$ cat config.mk
export PLATFORM = sky130hd
export DESIGN_NAME = and_share_arbiter
export DESIGN_NICKNAME = d
export VERILOG_FILES = /design/src/rtl/and_share_arbiter_pkg.sv /design/src/rtl/and_share_arbiter_rr_pick.sv /design/src/rtl/and_share_arbiter.sv
export SDC_FILE = /design/constraint.sdc
export NUM_CORES = 1
export LEC_CHECK = 0
export CORE_MARGIN = 1.5
export CORE_UTILIZATION = 55
export CTS_BUF_LIST = sky130_fd_sc_hd__clkbuf_16
export DETAILED_ROUTE_END_ITERATION = 8
export PLACE_DENSITY = 0.79
export SYNTH_ARGS = -nofsm -noshare
export SYNTH_HDL_FRONTEND = slang
export SYNTH_HIERARCHICAL = 1
export SYNTH_SLANG_ARGS = --single-unit
$ cat constraint.sdc
create_clock -name C -period 5.7 [get_ports C]
set_input_delay 0.855 -clock C [delete_from_list [all_inputs] [get_ports C]]
set_output_delay 0.855 -clock C [all_outputs]
set_load 0.02 [all_outputs]
$ cat src/rtl/and_share_arbiter_pkg.sv
`default_nettype none
// ============================================================================
// Module      : and_share_arbiter_pkg
// Description : State encoding and default sizing for the shared-resource
//               round-robin arbiter.
// Revision    : 1.0 - initial release
// ============================================================================
package and_share_arbiter_pkg;

  typedef enum logic [0:0] {
    ST_IDLE = 1'b0,
    ST_WAIT = 1'b1
  } state_t;

  localparam int c_N_DEFAULT       = 16;
  localparam int c_TIMEOUT_DEFAULT = 15;
  // Wide enough for the largest legal TIMEOUT (255).
  localparam int c_CNT_W           = 8;

endpackage
`default_nettype wire

$ cat src/rtl/and_share_arbiter_rr_pick.sv
`default_nettype none
// ============================================================================
// Module      : rr_pick
// Description : Combinational round-robin picker: first set request bit at or
//               after ptr, wrapping through N-1 back to 0.
// Revision    : 1.0 - initial release
// ============================================================================
module rr_pick #(
  parameter int N  = 16,
  parameter int IW = 4
) (
  input  logic [N-1:0]  req,
  input  logic [IW-1:0] ptr,
  output logic [IW-1:0] sel,
  output logic          any_req
);

  localparam logic [IW:0] c_N = (IW + 1)'(N);

  logic [IW:0] w_idx;

  // Scan from the farthest rotated position down to ptr so the nearest wins.
  always_comb begin
    sel     = '0;
    any_req = |req;
    w_idx   = '0;
    for (int k = N - 1; k >= 0; k--) begin
      w_idx = {1'b0, ptr} + (IW + 1)'(k);
      if (w_idx >= c_N) begin
        w_idx = w_idx - c_N;
      end
      if (req[w_idx[IW-1:0]]) begin
        sel = w_idx[IW-1:0];
      end
    end
  end

endmodule
`default_nettype wire

$ cat src/rtl/and_share_arbiter.sv
`default_nettype none
// ============================================================================
// Module      : and_share_arbiter
// Description : Round-robin sequencer sharing one multi-cycle resource among
//               N requesters, with start pulse, ack and timeout error.
// Revision    : 1.0 - initial release
// ============================================================================
module and_share_arbiter
  import and_share_arbiter_pkg::*;
#(
  parameter int N       = c_N_DEFAULT,
  parameter int IW      = $clog2(N),
  parameter int TIMEOUT = c_TIMEOUT_DEFAULT
) (
  input  logic          C,
  input  logic          R,
  input  logic [N-1:0]  req,
  input  logic          res_done,
  output logic [N-1:0]  gnt,
  output logic [IW-1:0] gnt_id,
  output logic          res_start,
  output logic [N-1:0]  ack,
  output logic          err,
  output logic          busy
);

  localparam logic [c_CNT_W-1:0] c_CNT_LAST = c_CNT_W'(TIMEOUT - 1);
  localparam logic [c_CNT_W-1:0] c_CNT_MAX  = c_CNT_W'(TIMEOUT);
  localparam logic [IW-1:0]      c_ID_LAST  = IW'(N - 1);
  localparam logic [N-1:0]       c_ONE      = N'(1);

  state_t             r_state;
  logic [IW-1:0]      r_ptr;
  logic [c_CNT_W-1:0] r_cnt;
  logic [IW-1:0]      w_sel;
  logic               w_any;

  rr_pick #(
    .N  (N),
    .IW (IW)
  ) u_rr_pick (
    .req     (req),
    .ptr     (r_ptr),
    .sel     (w_sel),
    .any_req (w_any)
  );

  always_ff @(posedge C or posedge R) begin
    if (R) begin
      r_state   <= ST_IDLE;
      r_ptr     <= '0;
      r_cnt     <= '0;
      gnt       <= '0;
      gnt_id    <= '0;
      res_start <= 1'b0;
      ack       <= '0;
      err       <= 1'b0;
      busy      <= 1'b0;
    end else begin
      res_start <= 1'b0;
      ack       <= '0;
      err       <= 1'b0;
      case (r_state)
        ST_IDLE: begin
          if (w_any) begin
            gnt       <= c_ONE << w_sel;
            gnt_id    <= w_sel;
            res_start <= 1'b1;
            busy      <= 1'b1;
            r_cnt     <= '0;
            r_state   <= ST_WAIT;
          end
        end
        ST_WAIT: begin
          // A done arriving on the timeout cycle still counts as success.
          if (res_done || (r_cnt == c_CNT_LAST)) begin
            ack     <= gnt;
            err     <= ~res_done;
            gnt     <= '0;
            busy    <= 1'b0;
            r_ptr   <= (gnt_id == c_ID_LAST) ? '0 : gnt_id + 1'b1;
            r_state <= ST_IDLE;
          end else if (r_cnt != c_CNT_MAX) begin
            r_cnt <= r_cnt + 1'b1;
          end
        end
      endcase
    end
  end

endmodule
`default_nettype wire

## Yosys cells after proc, flatten, opt, wreduce, memory -nomap -nowiden

Cells that the tools add are included.

| operators by class | value |
|---|---|
| add/subtract/negate cells | 33 |
| $mul | 0 |
| divide/modulo/power cells | 0 |
| magnitude comparators | 32 |
| eq/ne operators | 7 |
| shift-type cells | 1 |
| multiplexer cells | 83 |
| bitwise operators | 2 |
| reductions and logical operators | 6 |

Operators with widths:

| operator | count |
|---|---|
| 2-to-1 mux 4 bit | 33 |
| < comparator 4 x 5 -> 1 bit (second input constant) | 16 |
| >= comparator 5 bit (second input constant) | 15 |
| binary-select mux 1 bit (select 4 bit) | 16 |
| 2-to-1 mux 16 bit | 4 |
| subtractor 4 x 1 -> 4 bit (second input constant) | 16 |
| adder 4 x 4 -> 5 bit (second input constant) | 8 |
| one-hot mux 16 bit (2 select lines) | 1 |
| 2-to-1 mux 8 bit | 3 |
| 2-to-1 mux 1 bit | 23 |
| adder 4 x 3 -> 5 bit (second input constant) | 4 |
| one-hot mux 8 bit (2 select lines) | 1 |
| OR reduction 16 bit | 1 |
| << shifter 1 x 4 -> 16 bit (first input constant) | 1 |
| adder 4 x 2 -> 5 bit (second input constant) | 2 |
| adder 8 x 1 -> 8 bit (second input constant) | 1 |
| == test 8 x 4 -> 1 bit (second input constant) | 1 |
| != test 8 x 4 -> 1 bit (second input constant) | 1 |
| != test 2 x 1 -> 1 bit (second input constant) | 3 |
| AND reduction 2 bit | 3 |
| adder 4 x 1 -> 5 bit (second input constant) | 1 |
| >= comparator 4 x 5 -> 1 bit (second input constant) | 1 |
| adder 4 x 1 -> 4 bit (second input constant) | 1 |
| == test 4 bit (second input constant) | 1 |
| other kinds (5) | 7 |

| storage, ports and cells | value |
|---|---|
| flip-flop bits (word level) | 52 |
| latch bits | 0 |
| RAM bits | 0 |
| ROM bits | 0 |
| input port bits | 19 |
| output and inout port bits | 39 |
| word-level logic and storage cells | 173 |
| memories | 0 |

## Depth between registers and ports, before layout

Gate-level depths: netlist (run 1).

| logic depth | value |
|---|---|
| depth in word-level cells | 24 |
| gate-level depth with buffers | 17 |
| gate-level depth less buffers | 12 |

## By module

Netlist (run 1), hierarchy kept.

By module, submodules not included:

| module | times used | cells each | area each (sq um) | seq. area each (sq um) |
|---|---|---|---|---|
| rr_pick | 1 | 256 | 2,408.6 | 0.0 |
| and_share_arbiter | 1 | 182 | 2,144.6 | 1,301.2 |

## Least setup slack after synthesis (run 1)

No wires, ideal clock.

| timing | value |
|---|---|
| kind | register -> register |
| start | register r_ptr[1] |
| end | register gnt[8] |
| library setup time | 0.118 ns |
| data arrival time | 4.043 ns |
| required time | 5.582 ns |
| path slack | 1.539 ns |
| stages on the path, launching flop included | 16 |
| buffers on the path | 4 |
| period minus slack after synthesis | 4.161 ns |
| cell sequence | dfrtp_1 buf_6 clkbuf_1 inv_1 ha_1 buf_6 buf_8 mux4_2 mux4_2 nor2b_1 o311ai_1 nand3_1 a211oi_1 nand3b_1 nor3_1 a21o_1 |

| on the way | value |
|---|---|
| cells in the longest elaborated chain, start to end | 24 |
| elaborated cells on any way between the ends | 114 |
| those cells by class | 31 x add/sub; 16 x order compare; 1 x shift; 66 x mux |

Ends and longest elaborated chain:

| item | RTL line | RTL |
|---|---|---|
| from (decl) | and_share_arbiter.sv:33 | `logic [IW-1:0] r_ptr;` |
| from (signal assigned) | and_share_arbiter.sv:81 | `r_ptr <= (gnt_id == c_ID_LAST) ? '0 : gnt_id + 1'b1;` |
| adder 4 x 4 -> 5 bit | and_share_arbiter_rr_pick.sv:28 | `w_idx = {1'b0, ptr} + (IW + 1)'(k);` |
| subtractor 4 x 1 -> 4 bit or >= comparator 5 bit (tied branches) | and_share_arbiter_rr_pick.sv:30, and_share_arbiter_rr_pick.sv:29 |  |
| 2-to-1 mux 4 bit | and_share_arbiter_rr_pick.sv:29 | `if (w_idx >= c_N) begin` |
| binary-select mux 1 bit (select 4 bit) | and_share_arbiter_rr_pick.sv:32 | `if (req[w_idx[IW-1:0]]) begin` |
| 2-to-1 mux 1 bit (implied by the code) | and_share_arbiter_rr_pick.sv:32 |  |
| 2-to-1 mux 4 bit (15 in series) | and_share_arbiter_rr_pick.sv:32 |  |
| 2-to-1 mux 4 bit * | and_share_arbiter_rr_pick.sv:32 |  |
| named net w_sel[1] | and_share_arbiter.sv:35 | `logic [IW-1:0] w_sel;` |
| << shifter 1 x 4 -> 16 bit * | and_share_arbiter.sv:66 | `gnt <= c_ONE << w_sel;` |
| 2-to-1 mux 16 bit * | and_share_arbiter.sv:65 | `if (w_any) begin` |
| one-hot mux 16 bit (2 select lines) * | and_share_arbiter.sv:63 | `case (r_state)` |
| to (signal assigned) | and_share_arbiter.sv:66 |  |
| to (decl) | and_share_arbiter.sv:19 | `output logic [N-1:0] gnt,` |

Mark *: on every way through the listed nets, which the timed path passes. The rest lies on a longest branch. The select of a mux whose other input is x is not followed.
A chain may end at the register's enable or synchronous reset.

## Worst setup path in the final report (run 1)

| timing | value |
|---|---|
| start | register r_ptr[1] |
| end | register gnt[6] |

The elaborated chain is that of the path after synthesis.

==> impl_metrics.csv, run 1 <==
group,metric,value,unit
synth,synth-seq-area-share,28.58,%
detailed_routing,drt-total-wl,11530,um
finish,final_common_cell,"clkdlybuf4s50_1",
synth,synth-adder-area-share,2.748,%
critical_path,crit_chain,"inv_1 > ha_1 > buf_4 > mux2i_1 > mux4_2 > mux2i_1 > mux2i_1 > a21oi_1 > a221o_1 > a31oi_1 > nand2b_1 > o2bb2ai_1",
global_routing,grt_usage,27.36,%
sta,finalCriticalPeriod,4657,ps
synth,synthFlopType,"dfrtp_1",
clock_tree,clkSlewWorstSetupHoldPaths,70,ps
synth,synthArstFlopShare,100.0,%
die,rows,33,
placed_design,globalplace.congestion,0.9566,
critical_path,critPathMaxStageDelay,840,ps
die,start_util,55.98,%
sta,setup_viol,0,
synth,muxShareOfSynthArea,28.41,%
status,status,"complete, but fails checks",
detailed_routing,dr.first_iter.drc_count,435,
global_routing,grt_pass1_wl,18720,um
detailed_routing,firstDrtPassIters,7,
clock_tree,insertion_delay,290,ps
clock_tree,ctsLongestPathBuffers,2,
critical_path,arrival,4870,ps
clock_tree,cts.sinks,52,
global_routing,grt_pass1_vias,3661,
critical_path,crit_path_end_kind,"flip-flop",
finish,layout_common_cells,"clkdlybuf4s50_1, dfrtp_1, nand2_1",
critical_path,r2r_setup_slack,1040,ps
clock_tree,cts_tree,"built",
critical_path,crit_required,5910,ps
sta,timing.final.crit_share,81.71,%
finish,synthToLayoutAreaGrowth,16.10,%
critical_path,path_max_fanout,21,
sta,relSlewSlack,23.46,%
synth,synth_seq_cells,52,
die,die_y,93.99,um
finish,diodes,0,
clock_tree,h-tree-depth,2,
die,io_pins,58,
finish,layout-drive-gt1-share,15.08,%
synth,yosysUniqueCellTypes,69,
synth,ys.warnings.count,6,
critical_path,crit_path_frequent_cell,"mux2i_1",
synth,synthSimpleGateAreaFrac,14.76,%
placed_design,io_buffer_count,57,
synth,yosys.area_share.xor_xnor,3.133,%
finish,final.fill_count,613,
clock_tree,root_buffer,"clkbuf_16",
finish,final_cells,589,
global_routing,antenna_found_initial,0,
placed_design,hpwl,8531,um
die,core_area,8134,um2
sta,fmax,214.7,MHz
sta,final_max_slew_viol_count,0,
die,die_w,93.99,um
run,drv_cap,0,
sta,finalSetupTns,0,ps
synth,synth_compound_area_share,17.20,%
synth,synth_fp_nets,467,
detailed_routing,vias,3940,
global_routing,grt_max_degree,53,
status,violations,"design-rule violations",
sta,tightest_slew,1140,ps
synth,syn_inst,438,
worst_hold_path,hold_path.class,"flip-flop to flip-flop",
synth,synth_top_family_by_area,"multiplexers",
critical_path,slowest_stage,"ha_1",
sta,rsz0062_at_grt,"false",
clock_tree,numCtsBuffers,5,
placed_design,dp.cells,581,
finish,nets,512,
synth,mappedNetlistArea,4553,um2
die,die-area,8833,um2
clock_tree,ctsResizeCount,0,
clock_tree,postCtsSetupBuffers,0,
detailed_routing,ant_nets,0,
detailed_routing,vias_per_cell,6.689,
sta,skew,6.468,ps
clock_tree,holdBufCountCts,0,
critical_path,crit_type,"flip-flop to flip-flop",
sta,hold_viol_final,0,
detailed_routing,drcViolationCount,2,
detailed_routing,wl_per_cell,19.58,um
critical_path,startpoint_type,"flip-flop",
synth,synth-edff-count,0,
global_routing,grt_overflow,0,
synth,synth.avg_cell_area,10.40,um2
==> flip-flops by register name, summed over array words and instances (netlist names) <==
| register | count |
|---|---|
| ack | 16 |
| busy | 1 |
| err | 1 |
| gnt | 16 |
| gnt_id | 4 |
| r_cnt | 8 |
| r_ptr | 4 |
| r_state | 1 |
| res_start | 1 |
==> critical path, delay by kind of cell (launching register included) <==
| family | cells | cell delay [ps] |
|---|---|---|
| compound gates | 4 | 1250 |
| fa+ha+maj | 1 | 840 |
| buf+inv | 2 | 470 |
| flops | 1 | 340 |
| mux | 4 | 1400 |
| simple gates | 1 | 260 |
==> per-stage QoR <==
stage | hold slack, ps | area (um2) | worst slack [ps] | utilization [%]
floorplan | 466.4 | 4553 | 1539 | -
global placement | 481.8 | 5140 | 1240 | 63.19
detailed placement | 488.7 | 5140 | 1166 | 63.19
CTS | 503.1 | 5286 | 1167 | 64.99
global route | 528.7 | 5286 | 693.6 | 64.99
finish | 500.8 | 5286 | 1043 | 64.99
==> final timing paths <==
| check | from | to | cells after the start |
|---|---|---|---|
| max | r_ptr[1] | gnt[6] | 12 |
| min reg2reg | gnt[2] | gnt[2] | 1 |
| max in group asynchronous | R | ack[4] | 2 |
| min | gnt[2] | gnt[2] | 1 |
| max reg2reg | r_ptr[1] | gnt[6] | 12 |
| min in group asynchronous | R | r_cnt[4] | 2 |
==> synthesized netlist by cell type, types with 6 or more instances <==
| cell type | n | area [um2] |
|---|---|---|
| mux4_2 | 29 | 653.1 |
| xnor2_1 | 7 | 61.31 |
| nor3_1 | 12 | 60.06 |
| dfrtp_1 | 52 | 1301 |
| nor4_1 | 7 | 43.79 |
| nand3_1 | 12 | 60.06 |
| a21oi_1 | 18 | 90.09 |
| o22ai_1 | 6 | 37.54 |
| buf_2 | 8 | 40.04 |
| o21ai_0 | 16 | 80.08 |
| nand2b_1 | 6 | 37.54 |
| inv_1 | 20 | 75.07 |
| nand2_1 | 35 | 131.4 |
| mux2_2 | 19 | 214.0 |
| nor2_1 | 17 | 63.81 |
| a31oi_1 | 7 | 43.79 |
| o211ai_1 | 7 | 52.55 |
| ha_1 | 10 | 125.1 |
| and2_1 | 18 | 112.6 |
| mux2i_1 | 28 | 280.3 |
| clkbuf_1 | 7 | 26.28 |
| o2bb2ai_1 | 12 | 105.1 |
==> cells by family after synthesis <==
family / Yosys count
and+or+nand+nor: 129
AOI/OAI and AO/OA: 107
muxes: 82
DFF: 52
buffers and inverters: 46
xor gates and xnor gates: 12
adders and majority gates: 10
==> area by class of cell <==
type	instances	area [um2]	area share (%)
repair buffers	62	608.1	11.50
clock inverters	3	21.27	0.4024
inverters	22	82.58	1.562
clock buffers	5	125.1	2.367
multi-input cells	340	3017	57.07
well taps	105	131.4	2.485
flip-flops and latches	52	1301	24.62
==> layer usage <==
layer	GRT usage (%)	vias to the layer above	share of wire, %
met5	0	-	0
met4	5.597	0	1.3
met3	7.767	27	9.7
met2	43.24	215	47
met1	37.71	1914	42
li1	-	1784	-
Power of run 1 is left out: the tool's default activity adds up to more than one toggle a clock period on the data nets, which glitch-free logic cannot reach.
==> run 2: changes to the inputs <==
Settings changed: CORE_UTILIZATION 55 to 51, PLACE_DENSITY 0.79 to 0.77.
Clock period 5.7 ns to 4 ns, I/O delays scaled along.
==> impl_metrics.csv, run 2 (synthesis results as in run 1) <==
group,metric,value,unit
status,status,"finished clean",
critical_path,crit_buf_inv,3,
sta,timing.final.crit_share,93.64,%
sta,relSlewSlack,29.66,%
finish,layout_common_cells,"clkdlybuf4s50_1, dfrtp_1, nand2_1",
clock_tree,h-tree-depth,2,
sta,setup_viol,0,
run,drv_cap,0,
finish,diodes,0,
critical_path,cp.depth,13,
detailed_routing,vias,3984,
global_routing,antenna_found_initial,0,
clock_tree,numCtsBuffers,5,
placed_design,dp.cells,606,
critical_path,crit_family,"multiplexers",
global_routing,grt_pass1_wl,18940,um
sta,rsz0062_at_grt,"false",
critical_path,path_max_fanout,19,
finish,final_cells,614,
critical_path,arrival,3970,ps
critical_path,crit_type,"flip-flop to flip-flop",
finish,final_common_cell,"clkdlybuf4s50_1",
die,rows,34,
placed_design,hpwl,8761,um
global_routing,grt_overflow,0,
finish,reg_top3,"ack x16, gnt x16, r_cnt x8",
die,die_y,97.49,um
sta,final_max_slew_viol_count,0,
clock_tree,cts_tree,"built",
critical_path,crit_path_frequent_cell,"buf_4",
detailed_routing,drcViolationCount,0,
finish,nets,534,
finish,layout-drive-gt1-share,19.57,%
critical_path,slowest_stage,"mux4_2",
clock_tree,cts.sinks,52,
sta,hold_viol_final,0,
critical_path,crit_chain,"buf_4 > buf_4 > mux4_2 > mux2i_1 > o22ai_1 > o32ai_1 > a22oi_1 > o21ai_0 > a21oi_1 > buf_4 > or3_1 > nor3_1 > a21o_1",
global_routing,grt_usage,24.38,%
clock_tree,ctsLongestPathBuffers,2,
die,die-area,9503,um2
sta,skew,8.586,ps
die,die_w,97.49,um
die,io_pins,58,
sta,finalSetupTns,0,ps
global_routing,grt_pass1_vias,3678,
detailed_routing,top_layer_used,"met4",
detailed_routing,firstDrtPassIters,5,
detailed_routing,ant_nets,0,
global_routing,grt_max_degree,53,
critical_path,startpoint_type,"flip-flop",
placed_design,io_buffer_count,57,
finish,synthToLayoutAreaGrowth,20.25,%
clock_tree,insertion_delay,290,ps
worst_hold_path,hold_depth,2,
critical_path,crit_path_end_kind,"flip-flop",
sta,tightest_slew,1054,ps
sta,finalCriticalPeriod,3746,ps
sta,fmax,267.0,MHz
critical_path,crit_required,4230,ps
clock_tree,holdBufCountCts,0,
die,core_area,8678,um2
clock_tree,root_buffer,"clkbuf_16",
detailed_routing,wl_per_cell,18.97,um
detailed_routing,met1_length,5189,um
worst_hold_path,hold_path.class,"flip-flop to flip-flop",
detailed_routing,dr.first_iter.drc_count,335,
critical_path,critPathMaxStageDelay,620,ps
die,start_util,52.47,%
sta,worst_hold_slack,501.0,ps
detailed_routing,drt-total-wl,11650,um
detailed_routing,vias_per_cell,6.489,
clock_tree,clkSlewWorstSetupHoldPaths,70,ps
detailed_routing,wl_met3,757,um
detailed_routing,route.met2.wl,5466,um
critical_path,rr_worst_depth,13,
placed_design,globalplace.congestion,1.029,
[run 2: timing repair]
item / CTS / global route
setup buffers: 0 / 0
gates resized for setup: 0 / 3
endpoints found under the hold margin: 0 / 0
endpoints found under the setup margin: 0 / 14
[run 2: cell type report]
| type | instances | area (um2) |
|---|---|---|
| clock buffers | 5 | 125.1 |
| clock inverters | 3 | 27.53 |
| fillers | 713 | 3203 |
| inverters | 22 | 82.58 |
| multi-input cells | 340 | 3029 |
| flip-flops and latches | 52 | 1303 |
| well taps | 108 | 135.1 |
| repair buffers | 84 | 773.2 |
[run 2: final timing paths]
path / slack, ps / startpoint / end
setup / recovery: 250 / r_ptr[0] / gnt[0]
hold / removal: 500 / busy / busy
setup reg to reg: 250 / r_ptr[0] / gnt[0]
hold reg to reg: 500 / busy / busy
max in group asynchronous: 2390 / R / r_ptr[1]
min in group asynchronous: 890 / R / r_cnt[5]
[run 2: layer usage]
metal	GRT usage, %	vias up
li1	-	1823
met1	35.37	1995
met2	38.57	148
met3	4.101	18
met4	5.385	0
met5	0	-
[run 2: metrics by stage]
stage / instance area (um2) / util (%) / setup WS, ps
2_1_floorplan: 4561 / - / 44.46
3_3_place_gp: 5315 / 61.25 / 112.6
3_5_place_dp: 5315 / 61.25 / 14.54
4_1_cts: 5468 / 63.00 / 65.19
5_1_grt: 5475 / 63.09 / 33.56
6_report: 5475 / 63.09 / 254.3
[run 2: worst register-to-register path, cell delays in order (launching register included)]
cell and delay (ps):
dfrtp_1 360, buf_4 190, buf_4 320, mux4_2 630, mux2i_1 430, o22ai_1 230, o32ai_1 320, a22oi_1 130
o21ai_0 100, a21oi_1 60, buf_4 160, or3_1 470, nor3_1 190, a21o_1 100
Power of run 2 is left out for the same reason.
==> run 3: changes to the inputs <==
Settings changed: HOLD_SLACK_MARGIN from default to 0.03.
==> results of run 3 <==
The final DEF is identical to that of run 2; final timing and power are the same.
Power of run 3 is left out for the same reason.
